**src/rtl/result_mux_pkg.sv**
```systemverilog
// result_mux_pkg
//   Shared definitions for result_mux_hilo and its HI/LO register file:
//   - the function-code field width and the decoded function codes
//   - the divide-sequencing FSM state encoding
package result_mux_pkg;

  localparam int FUNCT_W = 6;

  localparam logic [FUNCT_W-1:0] F_AND  = 6'b100100;
  localparam logic [FUNCT_W-1:0] F_OR   = 6'b100101;
  localparam logic [FUNCT_W-1:0] F_ADD  = 6'b100000;
  localparam logic [FUNCT_W-1:0] F_SUB  = 6'b100010;
  localparam logic [FUNCT_W-1:0] F_SLT  = 6'b101010;
  localparam logic [FUNCT_W-1:0] F_SRL  = 6'b000010;
  localparam logic [FUNCT_W-1:0] F_DIVU = 6'b011011;
  localparam logic [FUNCT_W-1:0] F_MFHI = 6'b010000;
  localparam logic [FUNCT_W-1:0] F_MFLO = 6'b010010;
  localparam logic [FUNCT_W-1:0] F_MTHI = 6'b010001;
  localparam logic [FUNCT_W-1:0] F_MTLO = 6'b010011;

  typedef enum logic [1:0] {
    IDLE      = 2'd0,
    DIV_START = 2'd1,
    DIV_WAIT  = 2'd2
  } state_t;

endpackage : result_mux_pkg

```
**src/rtl/hilo_regs.sv**
```systemverilog
// hilo_regs
//   The HI/LO register pair. HI and LO each have their own write enable
//   (MTHI/MTLO), and the divider writes both at once (remainder -> HI,
//   quotient -> LO).
// Ports:
//   clk, reset        clock, synchronous active-high reset (clears HI and LO)
//   hi_we, lo_we      single-register writes of wdata
//   wdata             data for single-register writes
//   div_we            dual write from the divider; takes priority
//   div_quot/div_rem  divider results
//   hi_out, lo_out    current register contents
module hilo_regs #(
  parameter int WIDTH = 32
) (
  input  logic             clk,
  input  logic             reset,
  input  logic             hi_we,
  input  logic             lo_we,
  input  logic [WIDTH-1:0] wdata,
  input  logic             div_we,
  input  logic [WIDTH-1:0] div_quot,
  input  logic [WIDTH-1:0] div_rem,
  output logic [WIDTH-1:0] hi_out,
  output logic [WIDTH-1:0] lo_out
);

  logic [WIDTH-1:0] hi_q, hi_d;
  logic [WIDTH-1:0] lo_q, lo_d;

  always_comb begin
    hi_d = hi_q;
    lo_d = lo_q;
    if (div_we) begin
      hi_d = div_rem;
      lo_d = div_quot;
    end else begin
      if (hi_we) hi_d = wdata;
      if (lo_we) lo_d = wdata;
    end
  end

  always_ff @(posedge clk) begin
    if (reset) begin
      hi_q <= '0;
      lo_q <= '0;
    end else begin
      hi_q <= hi_d;
      lo_q <= lo_d;
    end
  end

  assign hi_out = hi_q;
  assign lo_out = lo_q;

endmodule : hilo_regs

```
**src/rtl/result_mux_hilo.sv**
```systemverilog
// result_mux_hilo
//   Registered result selector between the ALU/shifter/divider datapath and
//   the register-file write port. Accepts one operation per op_valid/op_ready
//   handshake, selects ALU, shifter, HI or LO by function code, owns HI/LO,
//   and sequences an external multi-cycle divider for DIVU with a timeout.
// Ports:
//   clk, reset                 clock, synchronous active-high reset
//   op_valid/op_funct/op_ready operation handshake and function code
//   alu_out, shift_out         result sources (alu_out also feeds MTHI/MTLO)
//   div_start/div_done         divider start pulse / result-valid pulse
//   div_quot, div_rem          divider results
//   res_valid, res_data        registered register-file write
//   hi_out, lo_out             HI/LO register contents
//   illegal                    pulse: unknown function code accepted
//   div_err                    sticky: a divide timed out
module result_mux_hilo #(
  parameter int WIDTH       = 32,
  parameter int FUNCT_W     = 6,
  parameter int DIV_TIMEOUT = 64
) (
  input  logic               clk,
  input  logic               reset,
  input  logic               op_valid,
  input  logic [FUNCT_W-1:0] op_funct,
  output logic               op_ready,
  input  logic [WIDTH-1:0]   alu_out,
  input  logic [WIDTH-1:0]   shift_out,
  output logic               div_start,
  input  logic               div_done,
  input  logic [WIDTH-1:0]   div_quot,
  input  logic [WIDTH-1:0]   div_rem,
  output logic               res_valid,
  output logic [WIDTH-1:0]   res_data,
  output logic [WIDTH-1:0]   hi_out,
  output logic [WIDTH-1:0]   lo_out,
  output logic               illegal,
  output logic               div_err
);

  import result_mux_pkg::*;

  localparam int CNT_W = $clog2(DIV_TIMEOUT) + 1;
  localparam logic [CNT_W-1:0] CNT_LAST = CNT_W'(DIV_TIMEOUT - 1);

  state_t           state_q, state_d;
  logic [CNT_W-1:0] cnt_q, cnt_d;
  logic             div_err_q, div_err_d;
  logic             res_valid_q, res_valid_d;
  logic [WIDTH-1:0] res_data_q, res_data_d;
  logic             illegal_q, illegal_d;

  logic accept;
  logic hi_we, lo_we, div_we;

  assign accept = op_valid && op_ready;

  // State register and all other flops
  always_ff @(posedge clk) begin
    if (reset) begin
      state_q     <= IDLE;
      cnt_q       <= '0;
      div_err_q   <= 1'b0;
      res_valid_q <= 1'b0;
      res_data_q  <= '0;
      illegal_q   <= 1'b0;
    end else begin
      state_q     <= state_d;
      cnt_q       <= cnt_d;
      div_err_q   <= div_err_d;
      res_valid_q <= res_valid_d;
      res_data_q  <= res_data_d;
      illegal_q   <= illegal_d;
    end
  end

  // Next-state logic, including the divide timeout counter
  always_comb begin
    state_d   = state_q;
    cnt_d     = cnt_q;
    div_err_d = div_err_q;
    div_we    = 1'b0;
    unique case (state_q)
      IDLE: begin
        if (accept && op_funct == F_DIVU) begin
          state_d = DIV_START;
          cnt_d   = '0;
        end
      end
      DIV_START: state_d = DIV_WAIT;
      DIV_WAIT: begin
        // A result arriving on the timeout cycle still counts as success.
        if (div_done) begin
          div_we  = 1'b1;
          state_d = IDLE;
        end else if (cnt_q == CNT_LAST) begin
          div_err_d = 1'b1;
          state_d   = IDLE;
        end else begin
          cnt_d = cnt_q + 1'b1;
        end
      end
      default: state_d = IDLE;
    endcase
  end

  // FSM outputs
  always_comb begin
    op_ready  = (state_q == IDLE);
    div_start = (state_q == DIV_START);
  end

  // Result selection; only evaluated on acceptance, which happens in IDLE
  always_comb begin
    res_valid_d = 1'b0;
    res_data_d  = res_data_q;
    illegal_d   = 1'b0;
    hi_we       = 1'b0;
    lo_we       = 1'b0;
    if (accept) begin
      case (op_funct)
        F_AND, F_OR, F_ADD, F_SUB, F_SLT: begin
          res_data_d  = alu_out;
          res_valid_d = 1'b1;
        end
        F_SRL: begin
          res_data_d  = shift_out;
          res_valid_d = 1'b1;
        end
        F_MFHI: begin
          res_data_d  = hi_out;
          res_valid_d = 1'b1;
        end
        F_MFLO: begin
          res_data_d  = lo_out;
          res_valid_d = 1'b1;
        end
        F_MTHI: hi_we = 1'b1;
        F_MTLO: lo_we = 1'b1;
        F_DIVU: ;
        default: begin
          res_data_d  = '0;
          res_valid_d = 1'b1;
          illegal_d   = 1'b1;
        end
      endcase
    end
  end

  hilo_regs #(
    .WIDTH(WIDTH)
  ) u_hilo (
    .clk      (clk),
    .reset    (reset),
    .hi_we    (hi_we),
    .lo_we    (lo_we),
    .wdata    (alu_out),
    .div_we   (div_we),
    .div_quot (div_quot),
    .div_rem  (div_rem),
    .hi_out   (hi_out),
    .lo_out   (lo_out)
  );

  assign res_valid = res_valid_q;
  assign res_data  = res_data_q;
  assign illegal   = illegal_q;
  assign div_err   = div_err_q;

endmodule : result_mux_hilo

```
**config.mk**
```make
export PLATFORM = sky130hd
export DESIGN_NAME = result_mux_hilo
export DESIGN_NICKNAME = d
export VERILOG_FILES = /design/src/rtl/result_mux_pkg.sv /design/src/rtl/hilo_regs.sv /design/src/rtl/result_mux_hilo.sv
export SDC_FILE = /design/constraint.sdc
export NUM_CORES = 1
export LEC_CHECK = 0
export ABC_CLOCK_PERIOD_IN_PS = 1600
export BUFFER_PORTS_ARGS = -buffer_cell sky130_fd_sc_hd__buf_2
export CORE_MARGIN = 4
export CORE_UTILIZATION = 43
export CTS_CLUSTER_SIZE = 14
export DETAILED_ROUTE_END_ITERATION = 7
export HOLD_SLACK_MARGIN = 0.12
export PLACE_DENSITY = 0.77
export SLEW_MARGIN = 20
export SYNTH_ARGS = -nofsm -noshare
export SYNTH_HDL_FRONTEND = slang
export SYNTH_SLANG_ARGS = --single-unit
```
**constraint.sdc**
```tcl
create_clock -name clk -period 1.6 [get_ports clk]
set_input_delay 0 -clock clk [delete_from_list [all_inputs] [get_ports clk]]
set_output_delay 0 -clock clk [all_outputs]
set_load 0.01 [all_outputs]
```
==> out/metrics.yaml <==
run_status:
  status: "finished with violations"
  violations: "setup timing"
yosys:
  ys_seq_elements: 108
  avgSynthCellArea_um2: 8.59
  synth-edff-count: 0
  synth_warnings: 0
  synthMuxAreaShare: 0.0621
  synth-simple-area-share: 0.154
  postSynthCellCount: 619
  synth_compound_area_frac: 0.316
  synth_area_um2: 5320
  synthDistinctLibCells: 41
  ys_seq_area_frac: 0.407
  ys_top_cells_by_area: "dfxtp_1, a211oi_1, a22oi_1"
  synth-main-ff-cell: "dfxtp_1"
  async_flop_share: 0
  synth_top_area_frac: 0.407
  synth_top_cell_by_area: "dfxtp_1"
  synth_top_family_by_area: "compound AO/OA/AOI/OAI gates"
  synthAdderAreaFrac: 0.00235
  syn_nets: 758
  synth-xor-area-share: 0.00659
global_routing:
  grt_util_met1: 0.378
  grt_use_met3: 0.0679
  grt_pass1_wl_um: 38400
  grt_util_all_layers: 0.337
  grt_overflow: 0
  grt_busiest_layer: "met2"
  grt_util_met2: 0.580
  antenna_found_initial: 1
  grt_start_max_net_pins: 63
  grt_pass1_vias: 7405
power:
  power_leakage_nw: 4.05
  combPwrFrac: 0.185
  power_frac_seq: 0.451
  internal-power_mw: 4.44
  powerDensity_nw_per_um2: 614
  p_clk_frac: 0.363
  p_sw_mw: 1.59
  swShare: 0.264
  peakVddDrop_mv: 0.639
  finalPower_mw: 6.03
layout:
  multi_input_area_um2: 3450
  fillers: 684
  area_delta_synth_final_pct: 84.8
  layout.nets: 1156
  drive_above_1_share: 0.442
  final_core_util: 0.815
  stdcell_count: 1191
  final-seq-area_um2: 2160
timing:
  timing.final.crit_share: 1.17
  rsz0062_at_grt: "true"
  slew_viol_final: 0
  maxSlewHeadroom: 0.639
  hold_viol: 0
  finalCriticalPeriod_ns: 1.87
  clock.fmax_mhz: 533
  tightestPinTransition_ns: 0.541
  setup_slack_ns: -0.275
  finalSetupViolations: 97
  finalClockSkew_ns: 0.0126
  whs_ns: 0.114
placement:
  hpwl_um: 12700
  dp_cells: 1010
  dpl_worst_slack_ns: -0.152
  routabilityCongestion: 0.809
  io_buffers: 238
clocking:
  cts_buffer_depth: 2
  cts_tree: "built"
  clk_latency_ns: 0.35
  h-tree-depth: 3
  cts.sinks: 108
  cts_inserted_buffers: 9
  path_clk_slew_ns: 0.08
  cts_root_buffer: "clkbuf_16"
worst_setup_path:
  worstSetupStartpointType: "register"
  path_max_fanout: 7
  worstSetupEndpointType: "register"
  worstPathRequired_ns: 1.85
  r2r_slack_ns: -0.27
  rr_endpoint: "u_hilo.lo_out[30]"
  critPathKind: "register to register"
  rr_worst_depth: 9
  arrival_ns: 2.12
  startpoint: "state_q[1]"
  reg2reg_from: "state_q[1]"
detailed_routing:
  dr.pass1.iters: 5
  via_count: 7299
  wl_per_cell_um: 22.2
  drc_errors: 0
  drtIter0Drc: 786
  final_antenna_net_count: 0
  vias_per_cell: 6.13
  routed_wl_um: 26500
worst_hold_path:
  whs_path_depth: 3
  holdCritStartpoint: "alu_out[22]"
  hold_class: "input port to register"
  min_to: "res_data[22]"
floorplanning:
  die_area_um2: 14200
  fp.dieH_um: 119
  row_count: 40
  num_io_pins: 239
  initial_core_util: 0.441
  dieWidth_um: 119
  core_um2: 12100
job:
  max_cap_viol_count: 0
==> how the worst max path moves through the flow <==
| stage | cells past startpoint | slack, ns | endpoint |
|---|---|---|---|
| global route | 9 | -0.33 | u_hilo.lo_out[30] |
| finish | 9 | -0.27 | u_hilo.lo_out[30] |
| CTS | 9 | -0.18 | u_hilo.hi_out[19] |
| global placement | 7 | -0.05 | u_hilo.hi_out[20] |
| floorplan | 6 | 0.01 | u_hilo.hi_out[22] |
| detailed placement | 7 | -0.15 | u_hilo.hi_out[25] |
==> cell families after synthesis <==
family                     after synthesis
AOI/OAI and AO/OA                      239
xor gates and xnor gates                 4
adders and majority gates                1
buffers and inverters                   63
DFF                                    108
muxes                                   33
and+or+nand+nor                        171
==> area by class of cell <==
class,count,area share
flip-flops and latches,108,0.220
clock buffers,10,0.0243
well taps,168,0.0214
multi-input cells,449,0.351
repair buffers,445,0.377
diodes,1,0.000255
inverters,4,0.00153
clock inverters,6,0.00458
==> power by group through the flow <==
stage	clock network, mW	registers [mW]	logic, mW
floorplan	0	2.79	0.289
finish	2.19	2.72	1.12
CTS	2.18	2.72	1.00
detailed placement	0	2.78	0.647
global placement	0	2.78	0.642
global route	2.30	2.72	1.17
==> metal layers <==
metal	vias to the layer above	wire length (um)
met4	0	1780
met3	176	2260
met1	3413	9520
met5	-	0
li1	3143	-
met2	567	12900
==> registers in the layout (all words and copies together) (netlist names) <==
register	cells
div_err	1
u_hilo.hi_out	32
state_q	2
u_hilo.lo_out	32
illegal	1
res_data	32
cnt_q	7
res_valid	1
==> cells in the final DEF (no fill, tap or decap), types with 5 or more instances in the layout <==
master	count
buf_2	237
dlygate4sd3_1	124
dfxtp_1	106
a21oi_1	64
a22oi_1	63
a211oi_2	50
nor2_1	35
nand2_1	34
buf_4	34
mux2i_1	33
and2_1	32
a311oi_1	30
buf_12	25
nor2_2	24
nor2_4	19
a211oi_1	15
clkbuf_16	14
buf_16	10
buf_6	7
nor2b_1	5
==> metrics by stage <==
step / area, um^2 / setup TNS, ns
2_1_floorplan: 5320 / 0
3_3_place_gp: 7060 / -1.79
3_5_place_dp: 7060 / -6.16
4_1_cts: 9430 / -8.91
5_1_grt: 9830 / -21.10
6_report: 9830 / -12.99
==> Yosys cell counts (all sizes together), types with 2 or more instances <==
cell	instances
buf	23
a311oi	31
nor4b	2
nand2	34
dfxtp	108
o2111ai	3
a22oi	63
inv	4
a211oi	65
o21ai	4
mux2i	33
nand4	2
nand2b	2
and2	33
a21oi	67
nor2b	5
clkbuf	36
xor2	4
nor3	4
nor3b	4
nor2	78
==> critical path, stage by stage, from the launching register on <==
cell and delay, ns:
dfxtp_2 0.34, nor3b_2 0.21, buf_4 0.15, nand4_1 0.12, buf_4 0.18, o21ai_4 0.18
buf_12 0.18, clkbuf_16 0.16, nor2_2 0.05, a211oi_2 0.22
==> timing repair <==
action	CTS	global route
gates resized for setup	80	87
hold buffers	124	0
buffers inserted	18	9
gates cloned	15	5
endpoints found under the hold margin	100	0
endpoints found under the setup margin	102	104
pin swaps	55	39
(Power assumes the default switching activity.)
